### config.mk
export PLATFORM = sky130hd
export DESIGN_NAME = fetch_unit
export DESIGN_NICKNAME = d
export VERILOG_FILES = /design/src/rtl/fetch_pkg.sv /design/src/rtl/fetch_queue.sv /design/src/rtl/fetch_unit.sv
export SDC_FILE = /design/constraint.sdc
export NUM_CORES = 1
export LEC_CHECK = 0
export BUFFER_PORTS_ARGS = -buffer_cell sky130_fd_sc_hd__buf_2
export CAP_MARGIN = 5
export CELL_PAD_IN_SITES_DETAIL_PLACEMENT = 0
export CELL_PAD_IN_SITES_GLOBAL_PLACEMENT = 2
export CORE_MARGIN = 5
export CORE_UTILIZATION = 36
export DETAILED_ROUTE_END_ITERATION = 12
export HOLD_SLACK_MARGIN = 0.08
export PLACE_DENSITY = 0.86
export SLEW_MARGIN = 20
export SYNTH_ARGS = -nofsm -noshare
export SYNTH_HDL_FRONTEND = slang
export SYNTH_SLANG_ARGS = --single-unit
export TNS_END_PERCENT = 10
### constraint.sdc
create_clock -name clk -period 10.8 [get_ports clk]
set_clock_uncertainty 0.2 [all_clocks]
set_input_delay 0.54 -clock clk [delete_from_list [all_inputs] [get_ports clk]]
set_output_delay 0.54 -clock clk [all_outputs]
set_load 0.02 [all_outputs]
### src/rtl/fetch_pkg.sv
// fetch_pkg -- shared types and constants for the instruction-fetch slice.
//
// Contents:
//   INSTR_BYTES    byte stride between consecutive instructions
//   fetch_state_e  fetch controller state (FS_RUN, FS_FAULT)
//   fetch_entry_t  one queued {pc, instr} pair handed to decode
package fetch_pkg;

    localparam int INSTR_BYTES = 4;

    typedef enum logic [0:0] {
        FS_RUN   = 1'b0,
        FS_FAULT = 1'b1
    } fetch_state_e;

    typedef struct packed {
        logic [31:0] pc;
        logic [31:0] instr;
    } fetch_entry_t;

endpackage

### src/rtl/fetch_queue.sv
// fetch_queue -- small synchronous FIFO of fetch_entry_t.
//
// Ports:
//   clk        in   core clock, rising edge
//   rst        in   asynchronous, active-high reset (empties the queue)
//   flush      in   synchronous flush; wins over push and pop
//   push       in   write push_data at the tail this edge
//   push_data  in   entry to write
//   pop        in   drop the head entry this edge
//   head       out  head entry, all zeros when the queue is empty
//   empty      out  no entries held
//   full       out  QUEUE_DEPTH entries held
//
// Push and pop may both be asserted on a full queue: the slot being vacated
// by the pop is the one the push writes, and the head read is combinational
// from the old contents, so the entry count stays unchanged.
module fetch_queue
    import fetch_pkg::*;
#(
    parameter int QUEUE_DEPTH = 2
) (
    input  logic         clk,
    input  logic         rst,
    input  logic         flush,
    input  logic         push,
    input  fetch_entry_t push_data,
    input  logic         pop,
    output fetch_entry_t head,
    output logic         empty,
    output logic         full
);

    localparam int AW = $clog2(QUEUE_DEPTH);
    localparam logic [AW:0] PTR_ONE = 1;

    fetch_entry_t mem [QUEUE_DEPTH];

    // Extra MSB on each pointer tells a full queue from an empty one when
    // the index bits coincide.
    logic [AW:0] wr_ptr;
    logic [AW:0] rd_ptr;

    // NOTE: sequential state uses non-blocking (<=) assignments so every
    // register samples pre-edge values regardless of block ordering.
    always_ff @(posedge clk or posedge rst) begin
        if (rst) begin
            wr_ptr <= '0;
            rd_ptr <= '0;
        end else if (flush) begin
            wr_ptr <= '0;
            rd_ptr <= '0;
        end else begin
            if (push) wr_ptr <= wr_ptr + PTR_ONE;
            if (pop)  rd_ptr <= rd_ptr + PTR_ONE;
        end
    end

    // NOTE: the storage array has no reset; the pointers alone define which
    // slots are meaningful, and the head output is masked when empty.
    always_ff @(posedge clk) begin
        if (push && !flush) mem[wr_ptr[AW-1:0]] <= push_data;
    end

    assign empty = (wr_ptr == rd_ptr);
    assign full  = (wr_ptr[AW] != rd_ptr[AW]) &&
                   (wr_ptr[AW-1:0] == rd_ptr[AW-1:0]);
    assign head  = empty ? '0 : mem[rd_ptr[AW-1:0]];

endmodule

### src/rtl/fetch_unit.sv
// fetch_unit -- instruction-fetch initiator with a small decode-side queue.
//
// Ports:
//   clk             in   core clock, rising edge
//   rst             in   asynchronous, active-high reset
//   imem_addr       out  byte fetch address (always equal to fetch_pc)
//   imem_instr      in   instruction word at imem_addr, same cycle
//   redirect_valid  in   replace PC and flush the queue
//   redirect_pc     in   new fetch target, must be word aligned
//   out_valid       out  queue head valid
//   out_ready       in   decode accepts the head
//   out_pc          out  head PC (0 when nothing is held)
//   out_instr       out  head instruction (0 when nothing is held)
//   fault           out  sticky misaligned-redirect flag, cleared only by rst
//   perf_fetched    out  enqueued-instruction count
//   perf_stall      out  cycles stalled on a full queue
//
// Build option FETCH_PERF_EN: when defined, perf_fetched/perf_stall are live
// wrapping 32-bit counters; otherwise both outputs are tied to zero.
module fetch_unit
    import fetch_pkg::*;
#(
    parameter logic [31:0] RESET_PC    = 32'h0000_0000,
    parameter int          QUEUE_DEPTH = 2
) (
    input  logic        clk,
    input  logic        rst,
    output logic [31:0] imem_addr,
    input  logic [31:0] imem_instr,
    input  logic        redirect_valid,
    input  logic [31:0] redirect_pc,
    output logic        out_valid,
    input  logic        out_ready,
    output logic [31:0] out_pc,
    output logic [31:0] out_instr,
    output logic        fault,
    output logic [31:0] perf_fetched,
    output logic [31:0] perf_stall
);

    fetch_state_e state_q;
    fetch_state_e state_d;
    logic [31:0]  fetch_pc;
    fetch_entry_t head;
    fetch_entry_t new_entry;
    logic         q_empty;
    logic         q_full;
    logic         deq;
    logic         enq;
    logic         redirect_hit;
    logic         misaligned;

    // Redirects only act while running; in FS_FAULT they are ignored.
    assign redirect_hit = (state_q == FS_RUN) && redirect_valid;
    assign misaligned   = (redirect_pc[1:0] != 2'b00);

    assign out_valid = (state_q == FS_RUN) && !q_empty;
    assign deq       = out_valid && out_ready;
    // A full queue can still accept when the head leaves in the same cycle.
    assign enq       = (state_q == FS_RUN) && !redirect_valid && (!q_full || deq);

    assign new_entry = '{pc: fetch_pc, instr: imem_instr};

    fetch_queue #(
        .QUEUE_DEPTH (QUEUE_DEPTH)
    ) u_queue (
        .clk       (clk),
        .rst       (rst),
        .flush     (redirect_hit),
        .push      (enq),
        .push_data (new_entry),
        .pop       (deq),
        .head      (head),
        .empty     (q_empty),
        .full      (q_full)
    );

    assign out_pc    = head.pc;
    assign out_instr = head.instr;
    assign imem_addr = fetch_pc;
    assign fault     = (state_q == FS_FAULT);

    // State register.
    always_ff @(posedge clk or posedge rst) begin
        if (rst) state_q <= FS_RUN;
        else     state_q <= state_d;
    end

    // Next-state logic: FS_FAULT is absorbing until reset.
    always_comb begin
        // NOTE: default assigned first so no path leaves state_d unassigned
        // (which would infer a latch).
        state_d = state_q;
        if (redirect_hit && misaligned) state_d = FS_FAULT;
    end

    // Sequential PC; a misaligned redirect leaves it untouched.
    always_ff @(posedge clk or posedge rst) begin
        if (rst)                             fetch_pc <= RESET_PC;
        else if (redirect_hit && !misaligned) fetch_pc <= redirect_pc;
        else if (enq)                         fetch_pc <= fetch_pc + 32'(INSTR_BYTES);
    end

`ifdef FETCH_PERF_EN
    logic stall;

    assign stall = (state_q == FS_RUN) && q_full && !deq && !redirect_valid;

    always_ff @(posedge clk or posedge rst) begin
        if (rst) begin
            perf_fetched <= '0;
            perf_stall   <= '0;
        end else begin
            if (enq)   perf_fetched <= perf_fetched + 32'd1;
            if (stall) perf_stall   <= perf_stall + 32'd1;
        end
    end
`else
    assign perf_fetched = '0;
    assign perf_stall   = '0;
`endif

endmodule

==> impl_metrics.prom <==
# TYPE chip_impl_metric gauge
chip_impl_info{name="status",value="finished, final reports clean"} 1
chip_impl_metric{name="syn2layout_area_growth",unit="%"} 19.3
chip_impl_metric{name="totalNegativeSetupSlack",unit="ns"} 0
chip_impl_metric{name="grt_remaining_overflow",unit=""} 0
chip_impl_info{name="min_path_type",value="input port to flip-flop"} 1
chip_impl_metric{name="arrival",unit="ns"} 3.50
chip_impl_metric{name="fmax",unit="MHz"} 273
chip_impl_metric{name="period_share",unit="%"} 33.9
chip_impl_info{name="rsz0062_at_grt",value="no"} 1
chip_impl_metric{name="drive_above_1_share",unit="%"} 26.8
chip_impl_metric{name="power.total",unit="mW"} 1.68
chip_impl_info{name="criticalPathCategory",value="flip-flop to flip-flop"} 1
chip_impl_metric{name="diodes",unit=""} 0
chip_impl_metric{name="clock_sinks",unit=""} 165
chip_impl_info{name="mostFrequentLayoutCell",value="sky130_fd_sc_hd__buf_2"} 1
chip_impl_info{name="netlist_top_cells_area",value="sky130_fd_sc_hd__edfxtp_1 (52%), sky130_fd_sc_hd__dfrtp_1 (12%), sky130_fd_sc_hd__mux2i_1 (8.6%), sky130_fd_sc_hd__buf_4 (6.5%), sky130_fd_sc_hd__nor2_1 (4.1%)"} 1
chip_impl_metric{name="syn-mean-instance-area",unit="sq um"} 12.7
chip_impl_metric{name="globalplace.congestion",unit=""} 0.812
chip_impl_metric{name="setup_viol_count_final",unit=""} 0
chip_impl_info{name="layout_common_cells",value="sky130_fd_sc_hd__buf_2 (165), sky130_fd_sc_hd__edfxtp_1 (128), sky130_fd_sc_hd__nor2_1 (79)"} 1
chip_impl_metric{name="grt.met2_usage",unit="%"} 24.2
chip_impl_metric{name="grt_util_met1",unit="%"} 19.0
chip_impl_metric{name="route.detailed.vias_per_inst",unit=""} 4.69
chip_impl_info{name="setup.worst_path.end_class",value="flip-flop"} 1
chip_impl_metric{name="post_synth_simple_gate_area",unit="%"} 11.9
chip_impl_metric{name="die_w",unit="um"} 154
chip_impl_metric{name="dp.final_hpwl",unit="um"} 12600
chip_impl_metric{name="postPlaceCellArea",unit="sq um"} 8290
chip_impl_metric{name="max_slew_margin",unit="%"} 38.9
chip_impl_metric{name="synth_compound_area_share",unit="%"} 4.13
chip_impl_metric{name="num_io_pins",unit=""} 230
chip_impl_metric{name="synth_fa_ha_area_share",unit="%"} 0.169
chip_impl_metric{name="final_antenna_net_count",unit=""} 0
chip_impl_metric{name="drc",unit=""} 0
chip_impl_metric{name="worstPathMaxFanout",unit=""} 46
chip_impl_metric{name="final-hold-violation-count",unit=""} 0
chip_impl_metric{name="synthDistinctLibCells",unit=""} 42
chip_impl_metric{name="post-synth-top-area-fraction",unit="%"} 51.8
chip_impl_metric{name="drtPass1Iterations",unit=""} 4
chip_impl_metric{name="min_period",unit="ns"} 3.66
chip_impl_metric{name="timing.critical_path.buf_inv",unit=""} 2
chip_impl_metric{name="timing.hold.ws",unit="ns"} 0.121
chip_impl_metric{name="final-max-slew-violation-count",unit=""} 0
chip_impl_info{name="path_cells",value="buf_16 > xnor2_1 > a31o_1 > nor2_4 > buf_4"} 1
chip_impl_metric{name="fin_nets",unit=""} 816
chip_impl_metric{name="grt_max_degree",unit=""} 70
chip_impl_metric{name="fp.coreArea",unit="sq um"} 20200
chip_impl_metric{name="die_area",unit="sq um"} 23600
chip_impl_metric{name="postSynthRegisterBits",unit=""} 165
chip_impl_info{name="critical-path-slowest-cell",value="sky130_fd_sc_hd__dfrtp_4"} 1
chip_impl_metric{name="ys_seq_area_share",unit="%"} 64.3
chip_impl_metric{name="syn-instance-count",unit=""} 586
chip_impl_metric{name="powerDensity",unit="nW/um^2"} 189
chip_impl_metric{name="finish.utilization",unit="%"} 43.7
chip_impl_info{name="grt-busiest-layer",value="met2"} 1
chip_impl_metric{name="max_cap_viol_count",unit=""} 0
chip_impl_metric{name="p_leak",unit="nW"} 3.42
chip_impl_metric{name="synth_mux_area_share",unit="%"} 8.64
chip_impl_metric{name="port-buffer-count",unit=""} 165
chip_impl_metric{name="critical-path-max-stage-delay",unit="ns"} 0.73
chip_impl_metric{name="post-cts-setup-buffer-count",unit=""} 0
chip_impl_metric{name="grt_util_met3",unit="%"} 4.55
chip_impl_metric{name="yosys_warnings",unit=""} 0
chip_impl_metric{name="post-route-worst-setup-slack",unit="ns"} 7.14
chip_impl_metric{name="tightest_slew",unit="ns"} 0.917
chip_impl_info{name="worst_path_dominant_cell_family",value="buffers and inverters"} 1
chip_impl_metric{name="synthesis.area",unit="sq um"} 7420
chip_impl_metric{name="clock_insertion_delay_worst_skew",unit="ns"} 0.42
chip_impl_metric{name="required",unit="ns"} 10.65
chip_impl_info{name="cts_root_buffer",value="sky130_fd_sc_hd__clkbuf_16"} 1
chip_impl_metric{name="finish.cell_count_without_fillers",unit=""} 1030
chip_impl_info{name="synth_top_family_by_area",value="simple AND/OR/NAND/NOR gates"} 1
chip_impl_metric{name="number_of_global_route_vias_before_repair",unit=""} 4966
chip_impl_metric{name="grt_pass1_wl",unit="um"} 27300
chip_impl_metric{name="vdd_drop_max",unit="uV"} 95.7
chip_impl_metric{name="synth_xor_area_share",unit="%"} 2.60
chip_impl_metric{name="numCtsBuffers",unit=""} 17
chip_impl_info{name="tritoncts",value="done"} 1
chip_impl_metric{name="std_cell_rows",unit=""} 52
chip_impl_metric{name="drt_iter0_drc",unit=""} 324
chip_impl_metric{name="start_util",unit="%"} 36.7
chip_impl_metric{name="via_count",unit=""} 4826
chip_impl_info{name="worstSetupStartpointType",value="flip-flop"} 1
chip_impl_metric{name="gr_usage_total",unit="%"} 14.8
chip_impl_info{name="synth_top_area_cell",value="sky130_fd_sc_hd__edfxtp_1"} 1
chip_impl_metric{name="post-place-ws",unit="ns"} 6.82
chip_impl_metric{name="finish.instance_area",unit="sq um"} 8850
chip_impl_metric{name="clockBufferDepth",unit=""} 2
chip_impl_metric{name="drt-wirelength-per-cell",unit="um"} 17.1
chip_impl_metric{name="die_height",unit="um"} 154
chip_impl_metric{name="finalWirelength",unit="um"} 17600
chip_impl_metric{name="numPlacedInstances",unit=""} 996
chip_impl_metric{name="cts_max_level",unit=""} 4
chip_impl_metric{name="grt_antenna_before_repair",unit=""} 0
chip_impl_metric{name="cts.reportedPaths.clkPinSlew",unit="ns"} 0.06
==> cell families after synthesis <==
group / after synthesis
flip-flops: 165
adder cells (fa/ha/maj): 1
XOR/XNOR: 22
other: 1
AND/OR/NAND/NOR: 184
buffers and inverters: 97
AO/OA/AOI/OAI: 52
multiplexers: 64
==> cell type report <==
| class | count | area, sq um |
|---|---|---|
| fill | 1923 | 11400 |
| clock buffer | 22 | 444 |
| multi-input combinational | 387 | 2300 |
| sequential | 165 | 4770 |
| inverter | 5 | 18.8 |
| timing repair buffer | 171 | 893 |
| clock inverter | 10 | 83.8 |
| tap | 270 | 338 |
==> path summary, 6_finish.rpt <==
path	from	endpoint	slack (ns)	depth (start not counted)
hold reg to reg	imem_addr[1]$_DFFE_PP0P_	u_queue.mem[0][33]$_DFFE_PP_	0.31	0
hold / removal	imem_instr[29]	u_queue.mem[1][29]$_DFFE_PP_	0.12	1
setup reg to reg	u_queue.rd_ptr[0]$_DFFE_PP0P_	u_queue.mem[0][46]$_DFFE_PP_	7.14	5
max in group asynchronous	rst	u_queue.rd_ptr[0]$_DFFE_PP0P_	9.44	4
setup / recovery	u_queue.rd_ptr[0]$_DFFE_PP0P_	u_queue.mem[0][46]$_DFFE_PP_	7.14	5
min in group asynchronous	rst	imem_addr[27]$_DFFE_PP0P_	0.57	4
==> synth_stat cells, drive strengths merged <==
cell / count
a211o: 1
a211oi: 1
a21o: 1
a21oi: 2
a31o: 1
a31oi: 11
and2: 5
and3: 6
and4: 6
buf: 71
clkbuf: 21
conb: 1
dfrtp: 37
edfxtp: 128
ha: 1
inv: 5
mux2i: 64
nand2: 36
nand2b: 2
nand3: 13
nand4: 7
nand4b: 1
nor2: 81
nor3: 3
nor4: 12
nor4b: 1
o21ai: 28
o311ai: 1
o31ai: 5
o41ai: 1
or2: 1
or3: 4
or4: 4
or4b: 2
xnor2: 20
xor2: 2
==> timing repair <==
item / in CTS / in global routing
hold buffers: 1 / 0
gates resized for setup: 0 / 0
hold endpoints to repair: 37 / 0
==> metal layers <==
metal / up-vias / wire [um]
li1: 2315 / -
met1: 2304 / 7490
met2: 195 / 8630
met3: 12 / 1400
met4: 0 / 116
met5: - / 0
==> report_power, final <==
part	internal, mW	leakage, nW	switching [mW]	total [mW]
clock	0.314	0.251	0.227	0.542
sequential	0.711	1.60	0.0466	0.758
combinational	0.121	1.57	0.255	0.376
==> worst reg2reg max path, stage by stage (launching register included) <==
cell and delay (ns):
sky130_fd_sc_hd__dfrtp_4 0.73, sky130_fd_sc_hd__buf_16 0.33, sky130_fd_sc_hd__xnor2_1 0.24, sky130_fd_sc_hd__a31o_1 0.54, sky130_fd_sc_hd__nor2_4 0.59, sky130_fd_sc_hd__buf_4 0.61
==> sequential cells by signal (all words and copies together), names as in the netlist <==
signal          cells
fault               1
imem_addr          32
u_queue.mem       128
u_queue.rd_ptr      2
u_queue.wr_ptr      2
Power figures use the tool's default switching activity.
